### config.mk
export PLATFORM = sky130hd
export DESIGN_NAME = seq_detect_ctrl
export DESIGN_NICKNAME = d
export VERILOG_FILES = /design/src/rtl/seq_detect_ctrl.sv
export SDC_FILE = /design/constraint.sdc
export NUM_CORES = 1
export LEC_CHECK = 0
export ABC_AREA = 1
export ABC_CLOCK_PERIOD_IN_PS = 4900
export BUFFER_PORTS_ARGS = -buffer_cell sky130_fd_sc_hd__buf_2
export CAP_MARGIN = 20
export CORE_MARGIN = 4
export CORE_UTILIZATION = 40
export DETAILED_ROUTE_END_ITERATION = 16
export GPL_TIMING_DRIVEN = 0
export RECOVER_POWER = 100
export SETUP_SLACK_MARGIN = 0.3
export SLEW_MARGIN = 20
export SYNTH_ARGS = -nofsm -noshare
export SYNTH_HDL_FRONTEND = slang
export SYNTH_SLANG_ARGS = --single-unit
### constraint.sdc
create_clock -name clk -period 4.9 [get_ports clk]
set_input_delay 0.49 -clock clk [delete_from_list [all_inputs] [get_ports clk]]
set_output_delay 0.49 -clock clk [all_outputs]
set_load 0.005 [all_outputs]
### src/rtl/seq_detect_ctrl.sv
// Run controller for the serial sequence detector: clears/enables the detector for a bounded
// window, counts hits, reports pass/fail. Optional non-overlap mode: SEQ_CTRL_NONOVL_EN.
module seq_detect_ctrl #(
   parameter int WIN_W = 16,
   parameter int CNT_W = 8
) (
   input  logic             clk,
   input  logic             rstn,
   input  logic             cfg_valid,
   output logic             cfg_ready,
   input  logic [WIN_W-1:0] cfg_window,
   input  logic [CNT_W-1:0] cfg_target,
`ifdef SEQ_CTRL_NONOVL_EN
   input  logic             cfg_nonovl,
`endif
   input  logic             start,
   input  logic             abort,
   input  logic             det_hit,
   output logic             det_en,
   output logic             det_clr,
   output logic             busy,
   output logic             done,
   output logic             result_pass,
   output logic [CNT_W-1:0] hit_count
);

   typedef enum logic [1:0] {S_IDLE, S_CLEAR, S_RUN, S_DONE} state_e;

   state_e           state_q, state_d;
   logic [WIN_W-1:0] win_cfg_q;
   logic [CNT_W-1:0] tgt_cfg_q;
   logic [WIN_W-1:0] win_cnt_q, win_cnt_d;
   logic [CNT_W-1:0] run_tgt_q, run_tgt_d;
   logic [CNT_W-1:0] hit_q, hit_d, hit_sum;
   logic             pass_q, pass_d;
   logic             det_en_q, det_en_d;
   logic             det_clr_q, det_clr_d;
   logic             busy_q, busy_d;
   logic             done_q, done_d;
   logic             hit_ok;
   logic             nonovl_run;
   logic             cfg_take;

   assign cfg_ready = (state_q == S_IDLE);
   assign cfg_take  = cfg_valid && cfg_ready;

   always_ff @(posedge clk or negedge rstn) begin
      if (!rstn) begin
         win_cfg_q <= '0;
         tgt_cfg_q <= '0;
      end else if (cfg_take) begin
         win_cfg_q <= cfg_window;
         tgt_cfg_q <= cfg_target;
      end
   end

`ifdef SEQ_CTRL_NONOVL_EN
   logic nonovl_cfg_q, nonovl_run_q;

   // The run snapshots the mode stored before the start edge, like window and target.
   always_ff @(posedge clk or negedge rstn) begin
      if (!rstn) begin
         nonovl_cfg_q <= 1'b0;
         nonovl_run_q <= 1'b0;
      end else begin
         if (cfg_take) begin
            nonovl_cfg_q <= cfg_nonovl;
         end
         if ((state_q == S_IDLE) && start) begin
            nonovl_run_q <= nonovl_cfg_q;
         end
      end
   end
   assign nonovl_run = nonovl_run_q;
`else
   assign nonovl_run = 1'b0;
`endif

   always_comb begin
      state_d   = state_q;
      win_cnt_d = win_cnt_q;
      run_tgt_d = run_tgt_q;
      hit_d     = hit_q;
      pass_d    = pass_q;
      det_clr_d = 1'b0;
      hit_ok    = 1'b0;
      hit_sum   = hit_q;
      case (state_q)
         S_IDLE: begin
            if (start) begin
               state_d   = S_CLEAR;
               win_cnt_d = win_cfg_q;
               run_tgt_d = tgt_cfg_q;
               hit_d     = '0;
               pass_d    = 1'b0;
            end
         end
         S_CLEAR: begin
            if (abort) begin
               state_d = S_IDLE;
               pass_d  = 1'b0;
            end else if (win_cnt_q == '0) begin
               state_d = S_DONE;
               pass_d  = (run_tgt_q == '0);
            end else begin
               state_d = S_RUN;
            end
         end
         S_RUN: begin
            // A hit landing in a non-overlap clear cycle belongs to a suppressed match.
            hit_ok    = det_hit && !(nonovl_run && det_clr_q);
            hit_sum   = (hit_ok && (hit_q != '1)) ? hit_q + CNT_W'(1) : hit_q;
            win_cnt_d = win_cnt_q - WIN_W'(1);
            if (abort) begin
               state_d = S_IDLE;
               pass_d  = 1'b0;
            end else begin
               hit_d = hit_sum;
               if (hit_ok && (run_tgt_q != '0) && (hit_sum == run_tgt_q)) begin
                  state_d = S_DONE;
                  pass_d  = 1'b1;
               end else if (win_cnt_q == WIN_W'(1)) begin
                  state_d = S_DONE;
                  pass_d  = (run_tgt_q == '0);
               end else if (hit_ok && nonovl_run) begin
                  det_clr_d = 1'b1;
               end
            end
         end
         S_DONE: begin
            state_d = S_IDLE;
            if (abort) begin
               pass_d = 1'b0;
            end
         end
         default: state_d = S_IDLE;
      endcase
      if (state_d == S_CLEAR) begin
         det_clr_d = 1'b1;
      end
      det_en_d = (state_d == S_RUN);
      busy_d   = (state_d != S_IDLE);
      done_d   = (state_d == S_DONE);
   end

   always_ff @(posedge clk or negedge rstn) begin
      if (!rstn) begin
         state_q   <= S_IDLE;
         win_cnt_q <= '0;
         run_tgt_q <= '0;
         hit_q     <= '0;
         pass_q    <= 1'b0;
         det_en_q  <= 1'b0;
         det_clr_q <= 1'b0;
         busy_q    <= 1'b0;
         done_q    <= 1'b0;
      end else begin
         state_q   <= state_d;
         win_cnt_q <= win_cnt_d;
         run_tgt_q <= run_tgt_d;
         hit_q     <= hit_d;
         pass_q    <= pass_d;
         det_en_q  <= det_en_d;
         det_clr_q <= det_clr_d;
         busy_q    <= busy_d;
         done_q    <= done_d;
      end
   end

   assign det_en      = det_en_q;
   assign det_clr     = det_clr_q;
   assign busy        = busy_q;
   assign done        = done_q;
   assign result_pass = pass_q;
   assign hit_count   = hit_q;

endmodule

==> impl_metrics.env <==
export IMPL_remaining_drc_errors=0
export IMPL_finalClockSkew_ns=0.0100
export IMPL_drt_first_iter_violations=106
export IMPL_cts_resized=0
export IMPL_post_layout_total_power_mw=2.29
export IMPL_ant_nets=0
export IMPL_path_class="reg2reg"
export IMPL_rows=33
export IMPL_dp_final_hpwl_um=5950
export IMPL_layout_worst_path_cycle_share=0.681
export IMPL_cts_root_buffer="sky130_fd_sc_hd__clkbuf_8"
export IMPL_fp_dieArea_um2=10200
export IMPL_die_width_um=101
export IMPL_netlist_top_cell_by_area="sky130_fd_sc_hd__dfrtp_1"
export IMPL_timing_critical_path_cells="inv_1, ha_1, clkbuf_1, inv_1, o21ai_0, inv_1, a21oi_1, o22ai_1"
export IMPL_power_density_nw_per_um2=574
export IMPL_fin_tns_setup_ns=0
export IMPL_ctsHoldBuffers=0
export IMPL_cts_sinks=63
export IMPL_setup_violations_final=0
export IMPL_netlist_area_um2=3450
export IMPL_relative_slew_slack=-0.296
export IMPL_fillCellCount=850
export IMPL_finalWorstPathRequiredPeriod_ns=3.33
export IMPL_yosys_top_cells_count="sky130_fd_sc_hd__nand2_1 (76), sky130_fd_sc_hd__dfrtp_1 (63), sky130_fd_sc_hd__inv_1 (53), sky130_fd_sc_hd__nor2_1 (50), sky130_fd_sc_hd__nand3_1 (35)"
export IMPL_synth_seq_area_share=0.456
export IMPL_synth_most_common_cell="sky130_fd_sc_hd__nand2_1"
export IMPL_gp_congestion=0.871
export IMPL_timing_fmax_mhz=300
export IMPL_synth_top_flop_cell="sky130_fd_sc_hd__dfrtp_1"
export IMPL_stdcell_area_um2=3990
export IMPL_io_buffer_count=43
export IMPL_worstSetupEndpointType="flop"
export IMPL_final_net_count=515
export IMPL_critical_path_slowest_cell="sky130_fd_sc_hd__o21ai_0"
export IMPL_cp_buffers_inverters=4
export IMPL_buffers_from_clock_root_to_sink_at_most=2
export IMPL_syn_nets=460
export IMPL_post_synth_inst_count=423
export IMPL_track_usage=0.170
export IMPL_route_detailed_vias_per_inst=5.02
export IMPL_synth_top_cell_area_share=0.456
export IMPL_rsz0062_at_grt="false"
export IMPL_outcome="complete, but fails checks"
export IMPL_wl_per_cell_um=13.6
export IMPL_timing_hold_worst_class="in2reg"
export IMPL_grt_first_pass_wirelength_um=13500
export IMPL_clk_transition_reported_paths_ns=0.08
export IMPL_insertion_delay_ns=0.34
export IMPL_detailed_route_wire_length_um=7980
export IMPL_finish_cell_count_without_fillers=588
export IMPL_async_set_reset_flop_share_out_of_synthesis=1.00
export IMPL_cpLargestDelayFamily="compound AO/OA/AOI/OAI gates"
export IMPL_critical_path_most_common_cell="sky130_fd_sc_hd__inv_1"
export IMPL_total_leakage_power_nw=1.95
export IMPL_io_pins=44
export IMPL_synth_warnings=0
export IMPL_cts_setup_buffers=0
export IMPL_initial_core_utilization=0.416
export IMPL_timing_hold_violations_final=0
export IMPL_timing_final_max_slew_violations=66
export IMPL_critical_path_startpoint_type="flop"
export IMPL_drt_first_pass_iters=4
export IMPL_setup_slack_ns=1.57
export IMPL_final_core_area_utilization=0.481
export IMPL_netlist_top_cells_area="sky130_fd_sc_hd__dfrtp_1 (46%), sky130_fd_sc_hd__nand2_1 (8.3%), sky130_fd_sc_hd__mux2_2 (7.2%), sky130_fd_sc_hd__inv_1 (5.8%), sky130_fd_sc_hd__nor2_1 (5.4%)"
export IMPL_cp_max_fanout=9
export IMPL_routed_via_count=2953
export IMPL_dieHeight_um=101
export IMPL_failed_checks="max-capacitance violations, max-slew violations"
export IMPL_areaGrowthSynthToFinish_pct=15.5
export IMPL_crit_required_ns=5.09
export IMPL_cts_max_level=3
export IMPL_tritoncts="yes"
export IMPL_cp_arrival_ns=3.53
export IMPL_pre_cts_slack_ns=2.11
export IMPL_grt_max_degree=37
export IMPL_ys_seq_elements=63
export IMPL_transition_time_of_the_tightest_slew_check_pin_ns=1.94
export IMPL_placedCellCount=572
export IMPL_antenna_violations_before_repair=0
export IMPL_place_area_um2=3820
export IMPL_timing_max_cap_violations=2
export IMPL_timing_critical_path_slowest_cell_delay_ns=0.75
export IMPL_globalRouteOverflowTotal=0
export IMPL_synth_edf_count=0
export IMPL_drive_above_1_share=0.190
export IMPL_design_core_area_um2=8300
export IMPL_hold_worst_slack_ns=0.372
export IMPL_postSynthAreaPerCell_um2=8.17
export IMPL_synth_cell_type_count=34
export IMPL_diodes_inserted=0
export IMPL_cts_inserted_buffers=9
export IMPL_number_of_global_route_vias_before_repair=2906
export IMPL_ir_worst_vdd_mv=0.277
## final cells by class
cell class	instances	area [um2]	area share
inverter	54	203	0.0508
multi-input combinational	295	1600	0.401
clock buffer	11	141	0.0354
sequential	63	1580	0.395
clock inverter	5	81.3	0.0204
tap	105	131	0.0329
timing repair buffer	44	214	0.0536
buffer	11	42.5	0.0107
## routing by layer
metal,global-route usage,share of wire,vias to the layer above
li1,-,-,1503
met1,0.216,0.46,1385
met2,0.278,0.48,56
met3,0.0443,0.043,9
met4,0.0603,0.016,0
met5,0,0,-
## cells by family (layout without fill, tap and decap cells)
kind of cell / after synthesis / in the layout / synth area share
compound gates: 74 / 74 / 0.116
xor+xnor: 3 / 3 / 0.00761
fa+ha+maj: 7 / 7 / 0.0254
buf+inv: 65 / 125 / 0.0735
flops: 63 / 63 / 0.456
mux: 23 / 23 / 0.0746
simple gates: 188 / 188 / 0.247
## sequential cells by signal, summed over array words and instances (netlist names)
| name | count |
|---|---|
| busy | 1 |
| det_clr | 1 |
| run_tgt_q | 8 |
| result_pass | 1 |
| hit_count | 8 |
| win_cnt_q | 16 |
| tgt_cfg_q | 8 |
| state_q | 2 |
| done | 1 |
| det_en | 1 |
| win_cfg_q | 16 |
## final timing paths
kind                               start            to  slack [ns]  cells past startpoint
max                           state_q[0]  hit_count[0]        1.57                      8
min                        cfg_window[1]  win_cfg_q[1]        0.37                      2
max reg2reg                   state_q[0]  hit_count[0]        1.57                      8
min reg2reg                 tgt_cfg_q[5]  run_tgt_q[5]        0.50                      1
max in group asynchronous           rstn       det_clr        1.90                      2
min in group asynchronous           rstn  tgt_cfg_q[2]        0.51                      1
## layout by cell type, fill, tap and decap left out, types with 4 or more instances in the layout
cell type                  instances
sky130_fd_sc_hd__o22ai_1           7
sky130_fd_sc_hd__clkbuf_8         10
sky130_fd_sc_hd__nand2_2           4
sky130_fd_sc_hd__a21oi_1          23
sky130_fd_sc_hd__o21ai_0          35
sky130_fd_sc_hd__inv_1            53
sky130_fd_sc_hd__nand3_1          35
sky130_fd_sc_hd__ha_1              7
sky130_fd_sc_hd__buf_2            40
sky130_fd_sc_hd__mux2_2           22
sky130_fd_sc_hd__nor2_1           52
sky130_fd_sc_hd__nand4_1           5
sky130_fd_sc_hd__nand2_1          79
sky130_fd_sc_hd__nand3_2           6
sky130_fd_sc_hd__clkbuf_1         15
sky130_fd_sc_hd__dfrtp_1          63
## worst register-to-register path, cell delays in order (launching register included)
cell and delay [ns]:
sky130_fd_sc_hd__dfrtp_1 0.43, sky130_fd_sc_hd__inv_1 0.10, sky130_fd_sc_hd__ha_1 0.14, sky130_fd_sc_hd__clkbuf_1 0.40
sky130_fd_sc_hd__inv_1 0.20, sky130_fd_sc_hd__o21ai_0 0.75, sky130_fd_sc_hd__inv_1 0.30, sky130_fd_sc_hd__a21oi_1 0.67
sky130_fd_sc_hd__o22ai_1 0.20
## power breakdown
group | switching (mW) | leakage (nW) | internal [mW]
clock network | 0.208 | 0.110 | 0.301
registers | 0.159 | 0.761 | 0.755
logic | 0.513 | 1.08 | 0.357
total | 0.880 | 1.95 | 1.41
No activity file was read; power rests on OpenSTA's default activity.
